### src/rtl/tm_output_collector.sv
// tm_output_collector: packs a serial stream of scaled output features
// into Tm-lane lines and hands them to the output memory writer.
//
// Ports:
//   clk, rst           - system clock, synchronous active-high reset
//   cfg_start          - one-cycle tile start pulse (accepted in IDLE)
//   cfg_pixel_count    - lines per tile (0 behaves as 1)
//   cfg_base_addr      - address of the first line
//   cfg_relu           - clamp negative features to zero
//   in_valid/channel/data - serial feature input, one lane per cycle
//   out_valid/ready    - line handshake towards the memory writer
//   out_addr/out_data  - presented line address and packed lanes
//   busy, done         - tile in progress / one-cycle completion pulse
//   err_overflow       - sticky: feature dropped, fill buffer full
//   err_channel        - sticky: feature dropped, lane index >= Tm
module tm_output_collector #(
  parameter int Tm            = 16,
  parameter int FEATURE_WIDTH = 16,
  parameter int ADDR_WIDTH    = 12
) (
  input  logic                        clk,
  input  logic                        rst,
  input  logic                        cfg_start,
  input  logic [ADDR_WIDTH-1:0]       cfg_pixel_count,
  input  logic [ADDR_WIDTH-1:0]       cfg_base_addr,
  input  logic                        cfg_relu,
  input  logic                        in_valid,
  input  logic [4:0]                  in_channel,
  input  logic [FEATURE_WIDTH-1:0]    in_data,
  output logic                        out_valid,
  input  logic                        out_ready,
  output logic [ADDR_WIDTH-1:0]       out_addr,
  output logic [Tm*FEATURE_WIDTH-1:0] out_data,
  output logic                        busy,
  output logic                        done,
  output logic                        err_overflow,
  output logic                        err_channel
);

  localparam int FW = FEATURE_WIDTH;
  localparam int LW = (Tm > 1) ? $clog2(Tm) : 1;

  localparam logic [0:0] IDLE = 1'b0;
  localparam logic [0:0] RUN  = 1'b1;

  localparam logic [LW-1:0] LAST_LANE = LW'(Tm - 1);
  localparam logic [5:0]    TM_LIMIT  = 6'(Tm);
  localparam logic [ADDR_WIDTH-1:0] ONE = ADDR_WIDTH'(1);

  logic [0:0]            state;
  logic [FW-1:0]         lanes [2][Tm];
  logic [1:0]            full;
  logic                  fill_ptr;
  logic                  drain_ptr;
  logic [ADDR_WIDTH-1:0] line_cnt;
  logic [ADDR_WIDTH-1:0] last_line;
  logic                  relu;

  logic                  fire;
  logic                  is_last;
  logic                  ch_ok;
  logic [LW-1:0]         lane_idx;
  logic [FW-1:0]         wval;

  assign out_valid = full[drain_ptr];
  assign fire      = out_valid && out_ready;
  assign is_last   = (line_cnt == last_line);
  assign busy      = (state == RUN);

  assign ch_ok     = ({1'b0, in_channel} < TM_LIMIT);
  assign lane_idx  = in_channel[LW-1:0];
  assign wval      = (relu && in_data[FW-1]) ? '0 : in_data;

  for (genvar i = 0; i < Tm; i++) begin : g_pack
    assign out_data[i*FW +: FW] = lanes[drain_ptr][i];
  end

  always_ff @(posedge clk) begin
    if (rst) begin
      state        <= IDLE;
      full         <= '0;
      fill_ptr     <= 1'b0;
      drain_ptr    <= 1'b0;
      line_cnt     <= '0;
      last_line    <= '0;
      relu         <= 1'b0;
      out_addr     <= '0;
      done         <= 1'b0;
      err_overflow <= 1'b0;
      err_channel  <= 1'b0;
      for (int b = 0; b < 2; b++)
        for (int i = 0; i < Tm; i++)
          lanes[b][i] <= '0;
    end else begin
      done <= 1'b0;
      unique case (state)
        IDLE: begin
          if (cfg_start) begin
            state        <= RUN;
            full         <= '0;
            fill_ptr     <= 1'b0;
            drain_ptr    <= 1'b0;
            line_cnt     <= '0;
            last_line    <= (cfg_pixel_count == '0) ?
                            '0 : cfg_pixel_count - ONE;
            relu         <= cfg_relu;
            out_addr     <= cfg_base_addr;
            err_overflow <= 1'b0;
            err_channel  <= 1'b0;
            for (int b = 0; b < 2; b++)
              for (int i = 0; i < Tm; i++)
                lanes[b][i] <= '0;
          end
        end
        RUN: begin
          // Drain: a full drain buffer is never the fill target,
          // so clearing it cannot collide with a lane write.
          if (fire) begin
            full[drain_ptr] <= 1'b0;
            drain_ptr       <= ~drain_ptr;
            out_addr        <= out_addr + ONE;
            line_cnt        <= line_cnt + ONE;
            for (int i = 0; i < Tm; i++)
              lanes[drain_ptr][i] <= '0;
          end
          if (in_valid) begin
            if (!ch_ok) begin
              err_channel <= 1'b1;
            end else if (full[fill_ptr]) begin
              err_overflow <= 1'b1;
            end else begin
              lanes[fill_ptr][lane_idx] <= wval;
              if (lane_idx == LAST_LANE) begin
                full[fill_ptr] <= 1'b1;
                fill_ptr       <= ~fill_ptr;
              end
            end
          end
          // Tile end: drop any surplus line so IDLE shows nothing.
          if (fire && is_last) begin
            state <= IDLE;
            done  <= 1'b1;
            full  <= '0;
            for (int b = 0; b < 2; b++)
              for (int i = 0; i < Tm; i++)
                lanes[b][i] <= '0;
          end
        end
      endcase
    end
  end

endmodule
### config.mk
export PLATFORM = sky130hd
export DESIGN_NAME = tm_output_collector
export DESIGN_NICKNAME = d
export VERILOG_FILES = /design/src/rtl/tm_output_collector.sv
export SDC_FILE = /design/constraint.sdc
export NUM_CORES = 1
export LEC_CHECK = 0
export CAP_MARGIN = 30
export CORE_UTILIZATION = 30
export CTS_CLUSTER_SIZE = 20
export DETAILED_ROUTE_END_ITERATION = 10
export GPL_TIMING_DRIVEN = 0
export PLACE_DENSITY_LB_ADDON = 0.05
export SETUP_SLACK_MARGIN = 0.02
export SLEW_MARGIN = 10
export SYNTH_ARGS = -nofsm -noshare
export SYNTH_HDL_FRONTEND = slang
export SYNTH_SLANG_ARGS = --single-unit
### constraint.sdc
create_clock -name clk -period 4.8 [get_ports clk]
set_input_delay 0.72 -clock clk [delete_from_list [all_inputs] [get_ports clk]]
set_output_delay 0.72 -clock clk [all_outputs]
set_load 0.02 [all_outputs]
======== Word level (Yosys, flattened, before mapping) ========
Memory sizes are Yosys's and may differ from the RTL's. A register that Yosys moved wholly into a read port is not among the register bits.
Index checks and enable logic that the tools add are counted.
word-level totals
  flip-flop bits (word level) ............. 45
  memory bits (writable) .................. 512
  bits of input ports ..................... 51
  output and inout bits ................... 273
  word-level logic and storage cells ...... 25,384
  memories kept ........................... 1
memory list
  memory  words  bits a word  rd ports  clocked after Yosys merged registers in  write ports  RTL line  RTL
  lanes   2      256          1         1                                        2            51        logic [FW-1:0] lanes [2][Tm];
operators by class
  $add $sub $neg .......................... 3
  magnitude comparators ................... 7
  eq/ne operators ......................... 74
  muxes and demuxes ....................... 286
  bitwise logic cells ..................... 24,988
  reductions and logical operators ........ 14
operators by type and width
  kind                                        count
  1-bit AND                                   8,784
  1-bit NOT                                   8,259
  1-bit AND, second input constant            7,712
  16-bit 2-to-1 mux                           203
  256-bit 2-to-1 mux                          4
  256-bit OR reduction                        2
  224-bit 2-to-1 mux                          1
  1-bit bitwise OR                            213
  208-bit 2-to-1 mux                          1
  192-bit 2-to-1 mux                          1
  176-bit 2-to-1 mux                          1
  160-bit 2-to-1 mux                          1
  144-bit 2-to-1 mux                          1
  128-bit 2-to-1 mux                          1
  112-bit 2-to-1 mux                          1
  96-bit 2-to-1 mux                           1
  80-bit 2-to-1 mux                           1
  16-bit demux with 4-bit select              1
  1-bit equality test, second input constant  64
  64-bit 2-to-1 mux                           1
  12-bit 2-to-1 mux                           5
  48-bit 2-to-1 mux                           1
  12-bit one-hot mux with 2 select lines      2
  1-bit 2-to-1 mux                            41
  other kinds (27)                            70

======== Longest topological paths before layout ========
  depth after elaboration ................. 44
  depth in mapped cells ................... 9
  gate-level depth less buffers ........... 6

======== Least setup slack after synthesis ========
Ideal clock, no wire load.
  kind .................................... input port to flip-flop
  start ................................... input in_valid
  end ..................................... memory lanes[0][160] in the netlist's numbering (enable)
  setup time .............................. 0.411 ns
  arrival time ............................ 2.791 ns
  required time ........................... 4.389 ns
  setup slack ............................. 1.598 ns
  stages .................................. 6
  path buffers ............................ 2
  path through ............................ nor2b_1 -> clkbuf_1 -> and4_1 -> clkbuf_1 -> nand2_1 -> o21ai_0
RTL lines
  element          RTL line  RTL
  start, declared  27        input logic in_valid,
  end, declared    51

==> run_results.csv <==
group,metric,value,unit
status,status,"finished, final reports clean",
worst_hold_path,hp-class,"flop to flop",
drt,first_iter_violations,1820,
yosys,synth_cell_types,59,
setup_path,endpoint_kind,"output port",
setup_path,critPathKind,"flop to output port",
cts,clock_sinks,558,
timing,drv_slew,0,
yosys,ys_warn_count,0,
global_routing,grt_pass1_vias,20300,
pwr,ir_drop,193,µV
timing,layout_worst_path_cycle_share,0.904,
timing,hold_viol,0,
cts,cts_resized,0,
finish,drive_above_1_share,0.176,
finish,seqCellArea,13900,µm²
drt,wl,105000,µm
timing,fmax,230,MHz
setup_path,worstSetupStartpointType,"flop",
yosys,ys_ff_latch,558,
global_routing,grt_max_degree,17,
yosys,synth-edff-count,272,
timing,report.final.setup_viol,0,
floorplan,initial_core_util,0.304,
flow_run,cap_violations,0,
cts,cts_setup_buffers,0,
finish,final_nets,2913,
floorplan,dieArea,83000,µm²
cts,cts_buffers,67,
global_routing,grt-ovfl-total,0,
setup_path,crit_fanout,10,
timing,clock_skew,0.0281,ns
timing,timing.hold.ws,0.463,ns
yosys,postSynthCellCount,2442,
yosys,syn_nets,2496,
placement,io_buffers,322,
global_routing,grtUsageTotal,0.249,
drt,ant_nets,0,
floorplan,rows,104,
floorplan,core,80700,µm²
drt,drc,0,
yosys,synth_ff_type,"dfxtp_1",
placement,place_inst,3849,
setup_path,critPathArrivalTime,3.62,ns
drt,wl_per_cell,26.4,µm
timing,rsz0062_at_grt,"false",
cts,clock-root-buffer,"clkbuf_16",
cts,clk_latency,0.63,ns
yosys,syn_area,24500,µm²
timing,max_slew_margin,0.269,
placement,place_congestion,0.921,
pwr,power,11.8,mW
timing,tightest_slew,1.09,ns
cts,clockBufferDepth,3,
floorplan,die_h,288,µm
placement,hpwl,78500,µm
drt,via_per_inst,5.13,
setup_path,required,4.08,ns
yosys,async_flop_share,0,
floorplan,die_w,288,µm
pwr,power.density,373,nW/µm²
cts,cts_tree,"done",
timing,period_needed,4.34,ns
cts,clkSlewWorstSetupHoldPaths,0.06,ns
floorplan,io_pins,324,
drt,vias,20400,
finish,syn2layout_area_growth,29.5,%
pwr,leakagePower,11.3,nW
global_routing,antenna_found_initial,7,
drt,firstDrtPassIters,7,
cts,hold_buffers,0,
global_routing,grt_pass1_wl,147000,µm
yosys,postSynthAreaPerCell,10.1,µm²
finish,fillers,8061,
cts,htree_levels,3,
yosys,synth_seq_area_share,0.566,
finish,multi_input_area,9580,µm²
finish,fin_cells,3979,
Yosys cell counts (all sizes together) (2+ instances only):
cell	n	area (µm²)
mux2i	4	52.6
nand3b	3	22.5
xnor2	10	87.6
nor4b	2	17.5
and3b	3	26.3
o21bai	3	22.5
dfxtp	286	5730
and3	9	56.3
xor2	26	228
nor3	29	189
ha	3	37.5
mux2	256	2880
clkbuf	106	399
and2	16	100
buf	111	674
nor3b	6	45.0
o21ai	26	134
edfxtp	272	8170
nand2b	7	43.8
nor2b	5	31.3
or3	6	37.5
inv	6	22.5
a21oi	218	1090
nand2	355	1340
nor4	7	43.8
a211oi	9	67.6
nand4	15	109
nor2	361	1360
a221oi	3	26.3
and4	6	52.6
nand3	227	1140
a31oi	32	200
metrics by stage:
stage                      util  TNS [ns]  instance area [µm²]  setup WS, ns
final                     0.394         0                31800         0.459
after floorplan               -         0                24500          1.60
after detailed placement  0.365         0                29500         0.366
after global placement    0.361    -18.69                29100        -0.443
after global routing      0.394         0                31800         0.403
after CTS                 0.394         0                31700         0.439
power breakdown:
| part | switching, mW | internal (mW) | total, mW |
|---|---|---|---|
| registers | 0.0588 | 5.16 | 5.22 |
| logic | 0.850 | 0.483 | 1.33 |
| clock network | 2.14 | 3.16 | 5.30 |
| total | 3.05 | 8.80 | 11.8 |
critical path, cell delays in order, from the launching register on:
cell and delay (ns):
dfxtp_1 0.51, clkbuf_1 0.78, clkbuf_1 0.70, mux2_2 0.45, clkdlybuf4s50_1 0.57
layout make-up:
type	count	area share
Clock buffer	93	0.0620
Timing Repair Buffer	348	0.113
Inverter	6	0.000709
Sequential cell	558	0.437
Clock inverter	30	0.00984
Tap cell	1060	0.0417
Multi-Input combinational cell	1661	0.301
Antenna cell	6	0.000472
Buffer	217	0.0338
layer usage:
layer / vias to the layer above / routed length [µm] / GRT usage
met5: - / 13 / 0
met4: 2 / 4290 / 0.111
met3: 181 / 5950 / 0.0414
met2: 735 / 49600 / 0.408
met1: 10200 / 45200 / 0.322
li1: 9320 / - / -
worst paths after layout:
check | from | endpoint | slack, ns | depth (start not counted)
hold reg to reg | lanes[1][147]$_SDFFE_PN0P_ | lanes[1][147]$_SDFFE_PN0P_ | 0.46 | 2
setup / recovery | flop | out_data[82] | 0.46 | 4
setup reg to reg | busy$_SDFF_PP0_ | lanes[0][219]$_SDFFCE_PN0P_ | 1.20 | 6
hold / removal | lanes[1][147]$_SDFFE_PN0P_ | lanes[1][147]$_SDFFE_PN0P_ | 0.46 | 2
layout by cell type (no fill, tap or decap), types with 6 or more instances in the layout:
| cell | n |
|---|---|
| nand2b_1 | 7 |
| buf_2 | 71 |
| and4_1 | 6 |
| nor3b_1 | 6 |
| buf_6 | 18 |
| clkbuf_16 | 71 |
| mux2_2 | 256 |
| nand4_1 | 14 |
| nand2_1 | 354 |
| a31oi_1 | 32 |
| a211oi_1 | 9 |
| and3_1 | 9 |
| or3_1 | 6 |
| a21oi_1 | 217 |
| nor2_1 | 361 |
| diode_2 | 6 |
| buf_1 | 6 |
| dfxtp_1 | 286 |
| edfxtp_1 | 272 |
| clkbuf_8 | 11 |
| clkdlybuf4s50_1 | 322 |
| and2_1 | 16 |
| xor2_1 | 26 |
| buf_4 | 23 |
| clkinv_2 | 14 |
| nor4_1 | 7 |
| buf_8 | 19 |
| xnor2_1 | 10 |
| nand3_1 | 227 |
| nor3_1 | 24 |
| o21ai_0 | 20 |
| clkbuf_1 | 115 |
cells by family after synthesis:
| kind of cell | after synthesis | synth area share |
|---|---|---|
| DFF | 558 | 0.566 |
| AOI/OAI and AO/OA | 302 | 0.0668 |
| buffers and inverters | 223 | 0.0447 |
| and+or+nand+nor | 1060 | 0.188 |
| xor gates and xnor gates | 36 | 0.0128 |
| muxes | 260 | 0.120 |
| adders and majority gates | 3 | 0.00153 |
state kept, by name, summed over array words and instances (netlist names), named ones only:
| signal | cells |
|---|---|
| err_channel | 1 |
| lanes | 512 |
| out_addr | 12 |
| last_line | 12 |
| full | 2 |
| fill_ptr | 1 |
| line_cnt | 12 |
| busy | 1 |
| done | 1 |
| relu | 1 |
| drain_ptr | 1 |
| err_overflow | 1 |
Note: power is estimated with default switching activity, not from simulation.
